File: src/rtl/impartire_pkg.sv
// Shared constants for the repeated-subtraction divider: default width and FSM state codes.
package impartire_pkg;

  localparam int WIDTH_DEF = 16;

  localparam logic [1:0] IDLE  = 2'd0;
  localparam logic [1:0] CHECK = 2'd1;
  localparam logic [1:0] SUB   = 2'd2;
  localparam logic [1:0] DONE  = 2'd3;

endpackage

File: src/rtl/impartire_rest_if.sv
// Job/result bundle of the divider: the requester drives start/A/D,
// and the divider returns the quotient, remainder and status flags.
interface impartire_rest_if
  import impartire_pkg::*;
#(
  parameter int WIDTH = WIDTH_DEF
);

  logic             start;
  logic [WIDTH-1:0] A;
  logic [WIDTH-1:0] D;
  logic [WIDTH-1:0] Q;
  logic [WIDTH-1:0] R;
  logic             ack;
  logic             err;
  logic             ovr;
  logic             busy;

  modport master (output start, A, D, input Q, R, ack, err, ovr, busy);
  modport slave  (input start, A, D, output Q, R, ack, err, ovr, busy);

endinterface

File: src/rtl/impartire_rest_detect_front.sv
// Registered rising-edge detector for level-style request lines.
// The rise pulse is asserted for one cycle, one edge after the input is first seen high.
module detect_front (
  input  logic Clk,
  input  logic Rst_n,
  input  logic in,
  output logic rise
);

  logic in_q;

  always_ff @(posedge Clk or negedge Rst_n) begin
    if (!Rst_n) begin
      in_q <= 1'b0;
      rise <= 1'b0;
    end else begin
      in_q <= in;
      rise <= in & ~in_q;
    end
  end

endmodule

File: src/rtl/impartire_rest.sv
// Unsigned divider by repeated subtraction, launched on a rising edge of start.
// A one-deep pending slot absorbs one extra request that arrives while a job is running.
module impartire_rest
  import impartire_pkg::*;
#(
  parameter int WIDTH = WIDTH_DEF
) (
  input  logic           Clk,
  input  logic           Rst_n,
  impartire_rest_if.slave bus
);

  logic             rise;
  logic [1:0]       state;
  logic [WIDTH-1:0] x;
  logic [WIDTH-1:0] dv;
  logic [WIDTH-1:0] q;
  logic [WIDTH-1:0] r;
  logic             ack;
  logic             err;
  logic             ovr;
  logic             pend_full;
  logic [WIDTH-1:0] pend_a;
  logic [WIDTH-1:0] pend_d;

  detect_front u_front (
    .Clk  (Clk),
    .Rst_n(Rst_n),
    .in   (bus.start),
    .rise (rise)
  );

  // A queued job always wins over a fresh rise in IDLE; that rise refills the slot.
  always_ff @(posedge Clk or negedge Rst_n) begin
    if (!Rst_n) begin
      state     <= IDLE;
      x         <= '0;
      dv        <= '0;
      q         <= '0;
      r         <= '0;
      ack       <= 1'b0;
      err       <= 1'b0;
      ovr       <= 1'b0;
      pend_full <= 1'b0;
      pend_a    <= '0;
      pend_d    <= '0;
    end else begin
      case (state)
        IDLE: begin
          if (pend_full) begin
            x         <= pend_a;
            dv        <= pend_d;
            pend_full <= 1'b0;
            q         <= '0;
            ack       <= 1'b0;
            err       <= 1'b0;
            state     <= CHECK;
            if (rise) begin
              pend_a    <= bus.A;
              pend_d    <= bus.D;
              pend_full <= 1'b1;
            end
          end else if (rise) begin
            x     <= bus.A;
            dv    <= bus.D;
            q     <= '0;
            ack   <= 1'b0;
            err   <= 1'b0;
            state <= CHECK;
          end
        end
        CHECK: begin
          if (dv == '0) begin
            err   <= 1'b1;
            q     <= '1;
            r     <= x;
            state <= DONE;
          end else begin
            state <= SUB;
          end
        end
        SUB: begin
          if (x < dv) begin
            r     <= x;
            state <= DONE;
          end else begin
            x <= x - dv;
            q <= q + WIDTH'(1);
          end
        end
        default: begin
          ack   <= 1'b1;
          state <= IDLE;
        end
      endcase

      // Requests arriving mid-job: keep one, flag any further one as an overrun.
      if (state != IDLE && rise) begin
        if (!pend_full) begin
          pend_a    <= bus.A;
          pend_d    <= bus.D;
          pend_full <= 1'b1;
        end else begin
          ovr <= 1'b1;
        end
      end
    end
  end

  assign bus.Q    = q;
  assign bus.R    = r;
  assign bus.ack  = ack;
  assign bus.err  = err;
  assign bus.ovr  = ovr;
  assign bus.busy = (state != IDLE);

endmodule

File: src/flat_wrapper.sv
// flat-port wrapper written by rule: the top's interface ports become plain ports
module impartire_rest_flat import impartire_pkg::*;
#(
  parameter int WIDTH = WIDTH_DEF
)
  (Clk, Rst_n, bus_start, bus_A, bus_D, bus_Q, bus_R, bus_ack, bus_err, bus_ovr, bus_busy);
  impartire_rest_if #(.WIDTH(WIDTH)) bus_i ();
  input  logic Clk;
  input  logic Rst_n;
  input wire logic [$bits(bus_i.start)-1:0] bus_start;
  input wire logic [$bits(bus_i.A)-1:0] bus_A;
  input wire logic [$bits(bus_i.D)-1:0] bus_D;
  output wire logic [$bits(bus_i.Q)-1:0] bus_Q;
  output wire logic [$bits(bus_i.R)-1:0] bus_R;
  output wire logic [$bits(bus_i.ack)-1:0] bus_ack;
  output wire logic [$bits(bus_i.err)-1:0] bus_err;
  output wire logic [$bits(bus_i.ovr)-1:0] bus_ovr;
  output wire logic [$bits(bus_i.busy)-1:0] bus_busy;
  assign bus_i.start = bus_start;
  assign bus_i.A = bus_A;
  assign bus_i.D = bus_D;
  assign bus_Q = bus_i.Q;
  assign bus_R = bus_i.R;
  assign bus_ack = bus_i.ack;
  assign bus_err = bus_i.err;
  assign bus_ovr = bus_i.ovr;
  assign bus_busy = bus_i.busy;
  impartire_rest #(.WIDTH(WIDTH)) u_core (.Clk(Clk), .Rst_n(Rst_n), .bus(bus_i));
endmodule
File: config.mk
export PLATFORM = sky130hd
export DESIGN_NAME = impartire_rest_flat
export DESIGN_NICKNAME = d
export VERILOG_FILES = /design/src/rtl/impartire_pkg.sv /design/src/rtl/impartire_rest_if.sv /design/src/rtl/impartire_rest_detect_front.sv /design/src/rtl/impartire_rest.sv /design/src/flat_wrapper.sv
export SDC_FILE = /design/constraint.sdc
export NUM_CORES = 1
export LEC_CHECK = 0
export CAP_MARGIN = 20
export CORE_AREA = 10 10 131 133
export DETAILED_ROUTE_END_ITERATION = 10
export DIE_AREA = 0 0 141 143
export DONT_BUFFER_PORTS = 1
export GPL_ROUTABILITY_DRIVEN = 0
export PLACE_DENSITY = 0.56
export SETUP_SLACK_MARGIN = 0.2
export SLEW_MARGIN = 20
export SYNTH_ARGS = -nofsm -noshare
export SYNTH_HDL_FRONTEND = slang
export SYNTH_SLANG_ARGS = --single-unit
File: constraint.sdc
create_clock -name Clk -period 3.55 [get_ports Clk]
set_input_delay 0.71 -clock Clk [delete_from_list [all_inputs] [get_ports Clk]]
set_output_delay 0.71 -clock Clk [all_outputs]
set_load 0.1 [all_outputs]
-- Word-level counts from Yosys, hierarchy flattened
Index checks and enable logic that the tools add are counted.
- bitwise gates (word level): 3
- add/sub/neg operators: 2
- reduce and logical (&&, ||, !) cells: 18
- magnitude comparators: 1
- muxes and demuxes: 39
- $mul: 0
- equality and inequality tests: 6
- divide/modulo/power cells: 0
- shift operators: 0
- operator list (operator ; number):
    two-way mux 16 bit ; 21
    one-hot mux 16 bit (2 select lines) ; 2
    one-hot mux 16 bit (3 select lines) ; 1
    adder 16 x 1 -> 16 bit (second input constant) ; 1
    logical NOT 16 bit ; 1
    < comparator 16 bit ; 1
    subtractor 16 bit ; 1
    nonzero test 2 bit ; 5
    two-way mux 1 bit ; 9
    AND reduction 3 bit ; 3
    AND reduction 2 bit ; 4
    two-way mux 2 bit ; 3
    one-hot mux 2 bit (3 select lines) ; 1
    inequality test 2 x 1 -> 1 bit (second input constant) ; 2
    one-hot mux 1 bit (2 select lines) ; 2
    AND reduction 4 bit ; 1
    inequality test 3 x 2 -> 1 bit (second input constant) ; 1
    nonzero test 3 bit ; 1
    == test 2 x 1 -> 1 bit (second input constant) ; 1
    == test 2 bit (second input constant) ; 1
    logical NOT 2 bit ; 1
    inequality test 2 bit (second input constant) ; 1
    inverter 1 bit ; 2
    OR reduction 2 bit ; 1
    other kinds (2) ; 2
- memories kept: 0
- output and inout port bits: 36
- memory bits (writable): 0
- memory bits (read-only): 0
- flip-flop bits (word level): 104
- bits in latches: 0
- input port bits: 35

-- Logic depth before layout (Yosys ltp)
Gate-level depths: netlist of the first run.
- depth in word-level cells: 5
- depth in mapped cells: 12
- mapped depth without buffers: 10

-- Cells and area by module
Synthesis of the first run repeated with hierarchy kept, for this count alone.
- cells, all modules: 555
- area total of the unflattened synthesis: 5724.2 µm²
- modules (own cells, without submodules) (module ; sequential area each (µm²) ; cells each ; times used ; area each (µm²)):
    impartire_rest ; 2552.4 ; 552 ; 1 ; 5660.4
    detect_front ; 50.0 ; 3 ; 1 ; 63.8

-- Worst setup path before layout of the first run
No wires, ideal clock.
- kind: flip-flop to flip-flop
- start point: register u_core.x[0]
- end point: register u_core.r[10], in the netlist u_core.bus.R[10]
- stages on the path, launching flop included: 13
- arrival time: 2477 ps
- clock period less this slack: 2602 ps
- path slack: 948 ps
- path through: dfrtp_1 inv_1 ha_1 inv_1 fa_1 a211oi_2 o211ai_2 a21oi_2 o21ai_2 a21o_1 buf_6 buf_12 mux2_4
- word-level cells in the longest chain between the ends: 3
- ends and longest elaborated chain (what ; line ; RTL):
    start, declared ; impartire_rest.sv:15 ; logic [WIDTH-1:0] x;
    start signal, assigned ; impartire_rest.sv:51 ; x <= pend_a;
    start signal, assigned ; impartire_rest.sv:64 ; x <= bus.A;
    start signal, assigned ; impartire_rest.sv:87 ; x <= x - dv;
    < comparator 16 bit ; impartire_rest.sv:83 ; if (x < dv) begin
    inequality test 2 x 1 -> 1 bit (no source line) ; n/a ;
    AND reduction 3 bit (no source line) ; n/a ;
    end signal, assigned ; impartire_rest.sv:40 ; r <= '0;
    end signal, assigned ; impartire_rest.sv:76 ; r <= x;
    end signal, assigned ; impartire_rest.sv:84 ; r <= x;
    end, declared ; impartire_rest.sv:18 ; logic [WIDTH-1:0] r;
Every way passes these cells.
A chain may end at the register's enable or synchronous reset.

-- Worst setup path in the final report of the first run
- start point: register u_core.x[0]
- end point: register u_core.r[12], in the netlist u_core.bus.R[12]
Same word-level chain as after synthesis.

==> results of run 1 <==
[layout make-up]
class,count,area (sq um),area share (%)
multi-input combinational,398,2944,46.27
sequential,104,2604,40.92
timing repair buffer,18,135.1,2.124
tap,184,230.2,3.618
inverter,32,120.1,1.888
clock inverter,7,103.9,1.632
clock buffer,9,225.2,3.540
[synth_stat cells, types with 4 or more instances]
library cell	instances	area share (%)
dfrtp_1	104	45
o21ai_0	68	5.9
nand2_1	47	3.0
mux2_2	42	8.1
inv_1	32	2.1
mux2i_1	31	5.3
a21oi_1	24	2.1
nor2_1	24	1.5
ha_1	21	4.5
a31oi_1	15	1.6
mux2_4	13	3.4
clkbuf_1	10	0.65
o21a_1	9	1.2
nand3_1	8	0.69
nor4_1	8	0.86
xnor2_1	8	1.2
and3_1	7	0.75
o31a_1	7	1.1
buf_2	6	0.52
buf_1	5	0.32
nor3_1	5	0.43
o211ai_1	5	0.65
nor2b_1	4	0.43
[worst paths after layout]
check	start	endpoint	slack [ns]
worst max register to register	u_core.x[0]	u_core.bus.R[12]	0.52
worst min-delay path	Rst_n	u_core.bus.R[6]	0.04
min in group Clk	bus_start	u_core.u_front.in_q	0.38
worst max-delay path	u_core.x[0]	u_core.bus.R[12]	0.52
worst min register to register	u_core.u_front.in_q	u_core.u_front.rise	0.40
max in group asynchronous	Rst_n	u_core.pend_full	3.35
[layer usage]
layer | global-route usage [%] | wire length, microns
met5 | 0 | 0
met4 | 4.674 | 203
met2 | 19.73 | 5990
met1 | 18.61 | 6301
met3 | 4.643 | 1132
[registers in the layout (all words and copies together), names as in the netlist, 2 cells and up]
signal	cells
u_core.dv	16
u_core.x	16
u_core.bus.R	16
u_core.bus.Q	16
u_core.state	2
u_core.pend_a	16
u_core.pend_d	16
[metrics by stage]
| stage | setup slack (ns) | cell area (sq um) | hold WS [ns] | cells |
|---|---|---|---|---|
| 2_1_floorplan | 0.9480 | 5813 | 0.3777 | 562 |
| 3_3_place_gp | 0.5546 | 6026 | 0.3828 | 736 |
| 3_5_place_dp | 0.5436 | 6026 | 0.3863 | 736 |
| 4_1_cts | 0.5125 | 6355 | 0.03470 | 752 |
| 5_1_grt | 0.3055 | 6362 | 0.02631 | 752 |
| 6_report | 0.5189 | 6362 | 0.04199 | 752 |
[cells in the final DEF, fill, tap and decap left out, drive strengths merged, types with 15 or more instances in the layout]
| cell type | n |
|---|---|
| dfrtp | 104 |
| o21ai | 73 |
| mux2 | 55 |
| nand2 | 47 |
| inv | 34 |
| mux2i | 31 |
| a21oi | 25 |
| nor2 | 24 |
| ha | 21 |
| buf | 18 |
| a31oi | 15 |
[cell families (layout without fill, tap and decap cells)]
group | after synthesis | count (layout) | synth area share (%)
AO/OA/AOI/OAI | 163 | 163 | 17.59
multiplexers | 86 | 86 | 16.83
flip-flops | 104 | 104 | 44.77
AND/OR/NAND/NOR | 116 | 116 | 9.514
buffers and inverters | 60 | 66 | 4.779
adder cells (fa/ha/maj) | 22 | 22 | 4.864
XOR/XNOR | 11 | 11 | 1.657
==> results.yml, run 1 <==
synth:
  ys_warn_count: 0
  async_reset_ff_share_pct: 100.0
  synth_nets: 619
  synth-main-ff-cell: "dfrtp_1"
  synth_seq_cells: 104
  synth_area_sq_um: 5813
  postSynthCellCount: 562
  synth_cell_types: 59
  avgSynthCellArea_sq_um: 10.34
  yosysSeqAreaShare_pct: 44.77
  synth_edf_count: 0
critical_path:
  path_buf_inv: 2
  reg2reg_depth: 10
  path_cells: "inv_1 -> ha_1 -> inv_1 -> fa_1 -> a211oi_2 -> o211ai_2 -> a21oi_2 -> o21ai_2 -> a21o_1 -> mux2_4"
  cp.depth: 10
  arrival_ns: 3.27
  cp-end-kind: "flop"
  max_stage_delay_ns: 0.50
  crit_top_cell: "inv_1"
  crit_type: "flop to flop"
  crit_required_ns: 3.79
  startpoint_type: "flop"
  path_max_fanout: 16
  worst_path_max_delay_cell: "a21o_1"
  crit_family: "compound AO/OA/AOI/OAI gates"
drt:
  wl_per_cell_microns: 18.12
  drtAntennaViolNets: 0
  finalWirelength_microns: 13630
  routed_via_density: 5.572
  initialDrtViolationCount: 247
  drt_pre_antenna_iters: 6
  drc: 0
  vias: 4190
clock_network:
  clk_pin_slew_ns: 0.08
  cts.sinks: 104
  postCtsSetupBuffers: 0
  cts_made_buffers: 9
  cts_root_buf: "clkbuf_16"
  hold_buffers: 0
  cts_buffer_depth: 2
  insertion_delay_ns: 0.36
  cts_tree: "yes"
  cts.repair.resized: 0
  htreeDepth: 3
sta:
  tightest_slew_ns: 1.078
  setup_tns_ns: 0
  max_freq_ghz: 0.3299
  timing.clock.skew_ns: 0.01269
  setup_viol: 0
  min_period_over_period_pct: 85.38
  rsz0062_at_grt: "no"
  slew_violations: 0
  max_slew_margin_pct: 28.16
  min_period_ns: 3.031
  hold_viol: 0
global_route:
  grt_max_degree: 105
  antenna_found_initial: 0
  grt_pass1_vias: 3985
  grt_pass1_wl_microns: 22100
  grt_overflow: 0
  track_usage_pct: 13.67
final_layout:
  fin_nets: 620
  num_antenna_cells: 0
  syn_to_final_growth_pct: 9.449
  layout-drive-gt1-share_pct: 18.31
  fin_util_pct: 44.11
  nFillCells: 1414
floorplan:
  rows: 44
  core_area_sq_um: 14420
  die_w_microns: 141
  initial_core_util_pct: 40.30
  ios: 71
  die_h_microns: 143
  dieArea_sq_um: 20160
job:
  maxCapViolCount: 0
placed_design:
  hpwl_microns: 10060
  portBuffers: 0
outcome:
  status: "finished clean"
worst_hold_path:
  hold_class: "input pin to asynchronous set/reset pin"
Power of run 1 is left out: the tool's default activity adds up to more than one toggle a clock period on the data nets, which glitch-free logic cannot reach.
==> run 2: changes to the inputs <==
CELL_PAD_IN_SITES_DETAIL_PLACEMENT = 1   (was not set)
CELL_PAD_IN_SITES_GLOBAL_PLACEMENT = 1   (was not set)
PLACE_DENSITY = 0.68   (was 0.56)
==> results.yml, run 2 (synthesis gave the netlist of run 1 again) <==
floorplan:
  die_w_microns: 141
  ios: 71
  core_area_sq_um: 14420
  dieArea_sq_um: 20160
  die_h_microns: 143
  initial_core_util_pct: 40.30
  rows: 44
clock_network:
  cts_root_buf: "clkbuf_16"
  cts_buffer_depth: 2
  hold_buffers: 0
  postCtsSetupBuffers: 0
  cts.sinks: 104
  htreeDepth: 3
  cts_made_buffers: 9
  insertion_delay_ns: 0.36
  clk_pin_slew_ns: 0.07
  cts_tree: "yes"
  cts.repair.resized: 0
critical_path:
  path_cells: "inv_1 -> ha_1 -> inv_1 -> fa_1 -> a211oi_2 -> o211ai_2 -> nand3_1 -> nand2_1 -> buf_4 -> a21oi_1"
  startpoint_type: "flop"
  crit_top_cell: "inv_1"
  worst_path_max_delay_cell: "fa_1"
  crit_type: "flop to flop"
  max_stage_delay_ns: 0.49
  arrival_ns: 3.31
  crit_required_ns: 3.79
  cp-end-kind: "flop"
  r2r_setup_slack_ns: 0.49
  crit_family: "compound AO/OA/AOI/OAI gates"
  path_buf_inv: 3
  path_max_fanout: 16
sta:
  slew_violations: 0
  rsz0062_at_grt: "no"
  setup_tns_ns: 0
  min_period_ns: 3.064
  max_slew_margin_pct: 30.45
  setup_viol: 0
  tightest_slew_ns: 1.043
  timing.clock.skew_ns: 0.008777
  max_freq_ghz: 0.3264
  whs_ns: 0.04863
  min_period_over_period_pct: 86.30
  hold_viol: 0
final_layout:
  syn_to_final_growth_pct: 10.29
  stdcell_area_sq_um: 6411
  num_antenna_cells: 0
  fin_nets: 623
  layout-drive-gt1-share_pct: 18.56
  final_cell_mix: "dfrtp_1, o21ai_0, nand2_1"
  final_common_cell: "dfrtp_1"
placed_design:
  hpwl_microns: 10920
  placed_area_sq_um: 6048
  portBuffers: 0
global_route:
  grt_pass1_wl_microns: 24380
  grt_use_met3_pct: 4.444
  grt_pass1_vias: 4453
  track_usage_pct: 15.01
  antenna_found_initial: 0
  globalRouteMet2Util_pct: 23.05
  gr-usage-met1_pct: 19.91
  busiest_layer: "met2"
  grt_overflow: 0
  grt_max_degree: 105
drt:
  drc: 0
  wl_per_cell_microns: 19.89
  routed_via_density: 5.620
  drtAntennaViolNets: 0
  finalWirelength_microns: 15020
  vias: 4243
  initialDrtViolationCount: 188
  drt_pre_antenna_iters: 5
outcome:
  status: "finished clean"
worst_hold_path:
  hold_class: "input pin to asynchronous set/reset pin"
job:
  maxCapViolCount: 0
[run 2: area by class of cell]
| class | instances | area [sq um] |
|---|---|---|
| clock buffer | 12 | 256.5 |
| clock inverter | 4 | 98.84 |
| fill | 1619 | 8013 |
| inverter | 32 | 120.1 |
| multi-input combinational | 398 | 2944 |
| sequential | 104 | 2604 |
| tap | 184 | 230.2 |
| timing repair buffer | 21 | 157.7 |
[run 2: final timing paths]
path                                      from  cells past startpoint                  end
max reg2reg                        u_core.x[0]                     10         u_core.x[12]
min in group Clk                     bus_start                      0  u_core.u_front.in_q
max                                u_core.x[0]                     10         u_core.x[12]
min reg2reg                u_core.u_front.in_q                      1  u_core.u_front.rise
min                                      Rst_n                      0     u_core.bus.Q[11]
max in group asynchronous                Rst_n                      0     u_core.pend_full
[run 2: metal layers]
layer  wire (microns)  up-vias
met1             7206     2118
met4              156        0
met2             6776       70
met5                0        -
li1                 -     2045
met3              879       10
[run 2: stage by stage]
stage                     setup WS (ns)  cells  utilization [%]
after floorplan                  0.9480    562                -
after global placement           0.5966    739            41.93
after detailed placement         0.5550    739            41.93
after CTS                        0.5222    755            44.40
after global routing             0.2360    755            44.45
final                            0.4862    755            44.45
Power of run 2 is left out for the same reason.
